<file path="src/rtl/ahb_arbiter.sv">
// ahb_arbiter: round-robin AHB bus arbiter.
// Holds the grant across locked sequences and fixed-length bursts, and
// drives HMASTER/HMASTLOCK for the address/write-data muxes.
// Optional build macro: AHB_ARB_SPLIT_EN enables SPLIT masking via HSPLIT;
// without it a SPLIT response is handled exactly like RETRY.
module ahb_arbiter #(
    parameter int NO_OF_MASTERS  = 4,
    parameter int DEFAULT_MASTER = 0
) (
    input  logic                             HCLK,
    input  logic                             HRESETn,
    input  logic [NO_OF_MASTERS-1:0]         HBUSREQ,
    input  logic [NO_OF_MASTERS-1:0]         HLOCK,
    input  logic [1:0]                       HTRANS,
    input  logic [2:0]                       HBURST,
    input  logic                             HREADY,
    input  logic [1:0]                       HRESP,
    input  logic [NO_OF_MASTERS-1:0]         HSPLIT,
    output logic [NO_OF_MASTERS-1:0]         HGRANT,
    output logic [$clog2(NO_OF_MASTERS)-1:0] HMASTER,
    output logic                             HMASTLOCK
);
    localparam int                       MW      = $clog2(NO_OF_MASTERS);
    localparam logic [MW-1:0]            DEF_IDX = MW'(DEFAULT_MASTER);
    localparam logic [NO_OF_MASTERS-1:0] ONE     = NO_OF_MASTERS'(1);
    localparam logic [NO_OF_MASTERS-1:0] DEF_GNT = ONE << DEFAULT_MASTER;

    typedef enum logic [1:0] {
        TR_IDLE   = 2'b00,
        TR_BUSY   = 2'b01,
        TR_NONSEQ = 2'b10,
        TR_SEQ    = 2'b11
    } htrans_e;

    typedef enum logic [1:0] {
        RSP_OKAY  = 2'b00,
        RSP_ERROR = 2'b01,
        RSP_RETRY = 2'b10,
        RSP_SPLIT = 2'b11
    } hresp_e;

    // Remaining SEQ beats after a NONSEQ of the given burst type.
    function automatic logic [3:0] burst_len(input logic [2:0] burst);
        case (burst)
            3'b010, 3'b011: burst_len = 4'd3;   // WRAP4 / INCR4
            3'b100, 3'b101: burst_len = 4'd7;   // WRAP8 / INCR8
            3'b110, 3'b111: burst_len = 4'd15;  // WRAP16 / INCR16
            default:        burst_len = 4'd0;   // SINGLE / INCR
        endcase
    endfunction

    logic [MW-1:0]            grant_idx;
    logic [MW-1:0]            rr_ptr;
    logic [MW-1:0]            win_idx;
    logic [MW-1:0]            cand;
    logic                     win_found;
    logic [NO_OF_MASTERS-1:0] split_mask;
    logic [NO_OF_MASTERS-1:0] split_set;
    logic [NO_OF_MASTERS-1:0] eligible;
    logic [3:0]               beat_cnt;
    logic [3:0]               beat_nxt;
    logic                     retry_edge;
    logic                     abort;
    logic                     hold;
    logic                     arb_run;

`ifdef AHB_ARB_SPLIT_EN
    // Master currently owning the bus is masked when its slave splits it.
    assign split_set  = (HREADY && HRESP == RSP_SPLIT) ? (ONE << HMASTER) : '0;
    assign retry_edge = HREADY && HRESP == RSP_RETRY;

    // Slaves release masked masters via HSPLIT; a same-cycle set wins.
    always_ff @(posedge HCLK or negedge HRESETn) begin
        if (!HRESETn) split_mask <= '0;
        else          split_mask <= (split_mask & ~HSPLIT) | split_set;
    end
`else
    logic unused_hsplit;
    assign unused_hsplit = ^HSPLIT;
    assign split_set     = '0;
    assign split_mask    = '0;
    assign retry_edge    = HREADY && (HRESP == RSP_RETRY || HRESP == RSP_SPLIT);
`endif

    // A just-split master is excluded from the arbitration on the same edge.
    assign eligible = HBUSREQ & ~(split_mask | split_set);

    // Round-robin search from rr_ptr+1; reverse scan so the nearest wins.
    always_comb begin
        win_idx   = DEF_IDX;
        win_found = 1'b0;
        cand      = '0;
        for (int i = NO_OF_MASTERS; i >= 1; i--) begin
            cand = MW'((int'(rr_ptr) + i) % NO_OF_MASTERS);
            if (eligible[cand]) begin
                win_idx   = cand;
                win_found = 1'b1;
            end
        end
    end

    // Burst beat counter next value; non-OKAY responses flush it at once.
    always_comb begin
        beat_nxt = beat_cnt;
        if (HRESP != RSP_OKAY) begin
            beat_nxt = 4'd0;
        end else if (HREADY) begin
            case (htrans_e'(HTRANS))
                TR_IDLE:   beat_nxt = 4'd0;
                TR_BUSY:   beat_nxt = beat_cnt;
                TR_NONSEQ: beat_nxt = burst_len(HBURST);
                TR_SEQ:    beat_nxt = (beat_cnt != 4'd0) ? beat_cnt - 4'd1 : 4'd0;
                default:   beat_nxt = 4'd0;
            endcase
        end
    end

    // Hold uses the post-edge beat count, so the grant stays put on the
    // NONSEQ that opens a burst and moves on the edge accepting its last
    // SEQ. RETRY/SPLIT responses break any lock or burst hold.
    assign abort   = HREADY && (HRESP == RSP_RETRY || HRESP == RSP_SPLIT);
    assign hold    = HLOCK[grant_idx] || (beat_nxt != 4'd0);
    assign arb_run = HREADY && (abort || !hold);

    // Grant, ownership and rotation pointer state.
    always_ff @(posedge HCLK or negedge HRESETn) begin
        if (!HRESETn) begin
            HGRANT    <= DEF_GNT;
            grant_idx <= DEF_IDX;
            HMASTER   <= DEF_IDX;
            HMASTLOCK <= 1'b0;
            rr_ptr    <= DEF_IDX;
            beat_cnt  <= 4'd0;
        end else begin
            beat_cnt <= beat_nxt;
            if (HREADY) begin
                HMASTER   <= grant_idx;
                HMASTLOCK <= HLOCK[grant_idx];
                if (arb_run) begin
                    grant_idx <= win_idx;
                    HGRANT    <= ONE << win_idx;
                    // A retried master keeps its slot in the rotation.
                    if (win_found && !retry_edge) rr_ptr <= win_idx;
                end
            end
        end
    end

endmodule
</file>
<file path="config.mk">
export PLATFORM = sky130hd
export DESIGN_NAME = ahb_arbiter
export DESIGN_NICKNAME = d
export VERILOG_FILES = /design/src/rtl/ahb_arbiter.sv
export SDC_FILE = /design/constraint.sdc
export NUM_CORES = 1
export LEC_CHECK = 0
export ABC_CLOCK_PERIOD_IN_PS = 5200
export CAP_MARGIN = 25
export CORE_UTILIZATION = 40
export DETAILED_ROUTE_END_ITERATION = 12
export PLACE_DENSITY = 0.71
export RECOVER_POWER = 50
export SYNTH_ARGS = -nofsm -noshare
export SYNTH_HDL_FRONTEND = slang
export SYNTH_SLANG_ARGS = --single-unit
</file>
<file path="constraint.sdc">
create_clock -name HCLK -period 5.2 [get_ports HCLK]
set_input_delay 0.52 -clock HCLK [delete_from_list [all_inputs] [get_ports HCLK]]
set_output_delay 0.52 -clock HCLK [all_outputs]
set_load 0.1 [all_outputs]
</file>
==> flow_summary.rst <==
.. list-table::
   :header-rows: 1

   * - Metric
     - Value
   * - Post-place setup slack
     - 2250 ps
   * - Post-CTS resize count
     - 0
   * - RSZ-0062 raised after global routing
     - no
   * - HP Class
     - flop to flop
   * - Yosys reg bits
     - 15
   * - Number of buffers added on ports
     - 23
   * - Share of post-route cells with drive strength above 1
     - approximately 15%
   * - Inserted Clock Buffers
     - 3
   * - Simple-gate share of the synthesized area
     - between 20% and 30%
   * - Worst Path Class, Setup
     - input pin to flop
   * - Final hold violation count
     - 0
   * - Worst hold slack across all endpoints
     - roughly 510 ps
   * - Chain of cells forming the critical path
     - dlygate4sd3_1 > nand2b_1 > o211ai_1 > o41ai_1 > o2111ai_1 > nand2_1 > mux2_2
   * - Area growth syn-to-layout
     - 32.1%
   * - Core region area
     - 0.00202 mm2
   * - Crit start category
     - input pin
   * - Area of the die
     - 0.00243 mm2
   * - Net Count, Synth
     - 113
   * - Total overflow reported by the global router
     - 0
   * - Highest net fanout along the worst path
     - 14
   * - Commonest cells after routing, fill and taps aside
     - sky130_fd_sc_hd__clkdlybuf4s50_1 (21), sky130_fd_sc_hd__dfrtp_1 (14), sky130_fd_sc_hd__nor2_1 (12), sky130_fd_sc_hd__mux2_2 (9), sky130_fd_sc_hd__inv_1 (7)
   * - Area of all sequential standard cells
     - ~380 um2
   * - Multi-input gate area
     - 482 um2
   * - H-tree depth reported by CTS
     - 1
   * - Fin. max-slew vios
     - 0
   * - Aggregate global-route resource usage
     - between 10% and 20%
   * - Summed negative setup slack over all endpoints
     - 0 ps
   * - Number of top-level pins
     - 29
   * - Crit path max-delay cell type
     - sky130_fd_sc_hd__dlygate4sd3_1
   * - Min cycle time layout
     - 2680 ps
   * - Share of the synthesized area in compound gates (AO/OA/AOI/OAI)
     - ~14%
   * - Power per unit of standard cell area
     - roughly 520 mW/mm2
   * - Die X
     - around 50 um
   * - Buffers inserted during post-CTS setup optimization
     - 0
   * - Portion of the post-synthesis area used by sequential elements
     - 42.2%
   * - Adder and majority gate portion of the synthesized area
     - under 10%
   * - Detailed-route vias per instance
     - 5.33
   * - Antenna cell count
     - 0
   * - Initial antenna violation count
     - 0
   * - Clk_skew
     - roughly 8.0 ps
   * - Die extent in y
     - around 49 um
   * - Worst slew slack as a fraction of its limit
     - between 30% and 40%
   * - Max Cap Violations
     - 0
   * - Crit path capture type
     - flop
   * - Fillcell total
     - around 180
   * - Post-CTS Hold Fix Bufs
     - 0
   * - Maximum cell stage delay along the critical path
     - just over 800 ps
   * - Number of cell rows
     - 16
   * - Total number of nets in the final design
     - between 100 and 150
   * - Post-synthesis cell type with the largest combined area
     - sky130_fd_sc_hd__dfrtp_1
   * - Yosys synthesis warning count
     - 0
   * - Post-synthesis xor/xnor area fraction
     - 0%
   * - Overall via count from detail_route
     - between 700 and 800
   * - Max Root-Sink Buffers
     - 2
   * - Fraction of post-synthesis cell area in the top cell type by area
     - ~40%
   * - DPL Wire Length
     - ~1500 um
   * - Max Clk Rate
     - 373 MHz
   * - CP Data Arrival Time
     - 2860 ps
   * - Source-to-sink clock delay at the later pin of the worst-skew pair
     - ~280 ps
   * - Top cells by area in the synthesized netlist
     - sky130_fd_sc_hd__dfrtp_1 (39%), sky130_fd_sc_hd__mux2_2 (11%), sky130_fd_sc_hd__nor2_1 (5.0%)
   * - Total leakage power
     - a little under 0.5 nW
   * - Total power
     - 618 uW
   * - Final worst-path cycle share
     - 51.6%
   * - DRC Markers
     - 0
   * - DR WL/cell
     - around 14 um
   * - Pin count of the biggest net entering global routing
     - 16
   * - Count of endpoints failing setup in the final report
     - 0
   * - Worst Tran Pin Value
     - about 1000 ps
   * - Mux cell area share after synthesis
     - approximately 18%
   * - Number of DRC markers in iteration 0
     - 18
   * - ANT nets after route
     - 0
   * - Outcome
     - finished clean
   * - Largest family of logic cells by synthesized area
     - simple AND/OR/NAND/NOR gates
   * - Placer congestion estimate
     - 0.734
   * - Vias in the first global route
     - 829
   * - Global-route wire length before repair
     - 3550 um
   * - CTS tree
     - done
   * - Worst path required time
     - ~5400 ps
   * - Pre-antenna DRT Iters
     - 4
   * - Total wire length
     - between 2000 and 2500 um
   * - Per-instance average area after synthesis
     - around 10 um2
   * - Post-CTS clock slew at the launch and capture registers of the worst setup and hold paths
     - 90 ps
   * - VDD IR-drop max
     - about 0.44 mV
   * - Starting density of the core
     - about 44%
   * - Worst-case setup margin in the final layout
     - around 2500 ps
   * - CTS Sinks
     - 15
   * - Root cell of the clock tree
     - sky130_fd_sc_hd__clkbuf_4
   * - Area of the mapped netlist
     - between 800 and 900 um2
   * - Most common cell after layout, fill and taps aside
     - sky130_fd_sc_hd__clkdlybuf4s50_1
   * - Yosys cell types
     - 33
   * - Post-synthesis cell count
     - 90
final cells by class:
type	count	area share, %
repair buffers	24	19.9
clock buffers	4	2.23
inverters	7	2.23
flip-flops and latches	15	31.9
multi-input cells	66	40.8
well taps	27	2.86
critical path, delay by kind of cell:
family	cells	cell delay [ps]
buffers and inverters	1	830
muxes	1	380
and+or+nand+nor	2	440
AOI/OAI and AO/OA	3	690
metal layers:
layer | wire length, um | share of wire (%) | track usage, % | up-vias
li1 | - | - | - | 378
met1 | 852 | 42 | 20.2 | 361
met2 | 1060 | 53 | 34.9 | 23
met3 | 95 | 4.7 | 6.85 | 0
met4 | 0 | 0 | 8.33 | 0
met5 | 0 | 0 | 0 | -
kinds of logic (layout without fill, tap and decap cells):
group / Yosys count / after routing
buffers and inverters: 9 / 35
adder cells (fa/ha/maj): 1 / 1
flip-flops: 15 / 15
AND/OR/NAND/NOR: 35 / 35
AO/OA/AOI/OAI: 17 / 17
multiplexers: 13 / 13
cells in the mapped netlist:
library cell and number:
sky130_fd_sc_hd__mux4_2 1, sky130_fd_sc_hd__buf_2 1, sky130_fd_sc_hd__o211ai_1 2, sky130_fd_sc_hd__o31ai_1 1, sky130_fd_sc_hd__nand4b_1 1, sky130_fd_sc_hd__mux2_1 2, sky130_fd_sc_hd__nand2_1 6, sky130_fd_sc_hd__nor2b_1 4
sky130_fd_sc_hd__a211o_1 1, sky130_fd_sc_hd__inv_1 7, sky130_fd_sc_hd__nor4b_1 1, sky130_fd_sc_hd__o41ai_1 1, sky130_fd_sc_hd__o311ai_0 1, sky130_fd_sc_hd__and4b_1 2, sky130_fd_sc_hd__o2111ai_1 1, sky130_fd_sc_hd__o21ai_0 2
sky130_fd_sc_hd__ha_1 1, sky130_fd_sc_hd__a211oi_1 2, sky130_fd_sc_hd__mux2_2 9, sky130_fd_sc_hd__dfstp_2 1, sky130_fd_sc_hd__nor3b_2 1, sky130_fd_sc_hd__nand3b_1 1, sky130_fd_sc_hd__nor2_1 12, sky130_fd_sc_hd__o22ai_1 1
sky130_fd_sc_hd__mux2i_1 1, sky130_fd_sc_hd__nor3_1 2, sky130_fd_sc_hd__nand2b_1 4, sky130_fd_sc_hd__o311a_1 1, sky130_fd_sc_hd__a21oi_1 3, sky130_fd_sc_hd__or2_2 1, sky130_fd_sc_hd__a21o_1 1, sky130_fd_sc_hd__clkbuf_1 1
sky130_fd_sc_hd__dfrtp_1 14
power breakdown:
| part | internal [mW] | switching [mW] | total [mW] | leakage, nW |
|---|---|---|---|---|
| registers | 0.160 | 0.0300 | 0.190 | 0.186 |
| clock network | 0.0297 | 0.0360 | 0.0657 | 0.0150 |
| logic | 0.114 | 0.248 | 0.362 | 0.288 |
final timing paths:
| kind | start | end | slack (ps) | depth (start not counted) |
|---|---|---|---|---|
| worst max-delay path | HREADY | grant_idx[0] | 2520 | 7 |
| worst min-delay path | HGRANT[2] | HGRANT[2] | 510 | 1 |
| worst max register to register | beat_cnt[0] | grant_idx[0] | 2800 | 8 |
| worst min register to register | HGRANT[2] | HGRANT[2] | 510 | 1 |
| max in group asynchronous | HRESETn | beat_cnt[0] | 4060 | 1 |
| min in group asynchronous | HRESETn | HMASTER[0] | 710 | 1 |
per-stage QoR:
stage | util (%) | instance area (um2) | instances
after floorplan | - | 893 | 90
after global placement | 56.8 | 1150 | 138
after detailed placement | 56.8 | 1150 | 138
after CTS | 58.1 | 1170 | 142
after global routing | 58.4 | 1180 | 143
final | 58.4 | 1180 | 143
registers in the layout, indices dropped and copies added (netlist names):
name,flops
HGRANT,4
HMASTER,2
HMASTLOCK,1
beat_cnt,4
grant_idx,2
rr_ptr,2
Power figures use the tool's default switching activity.
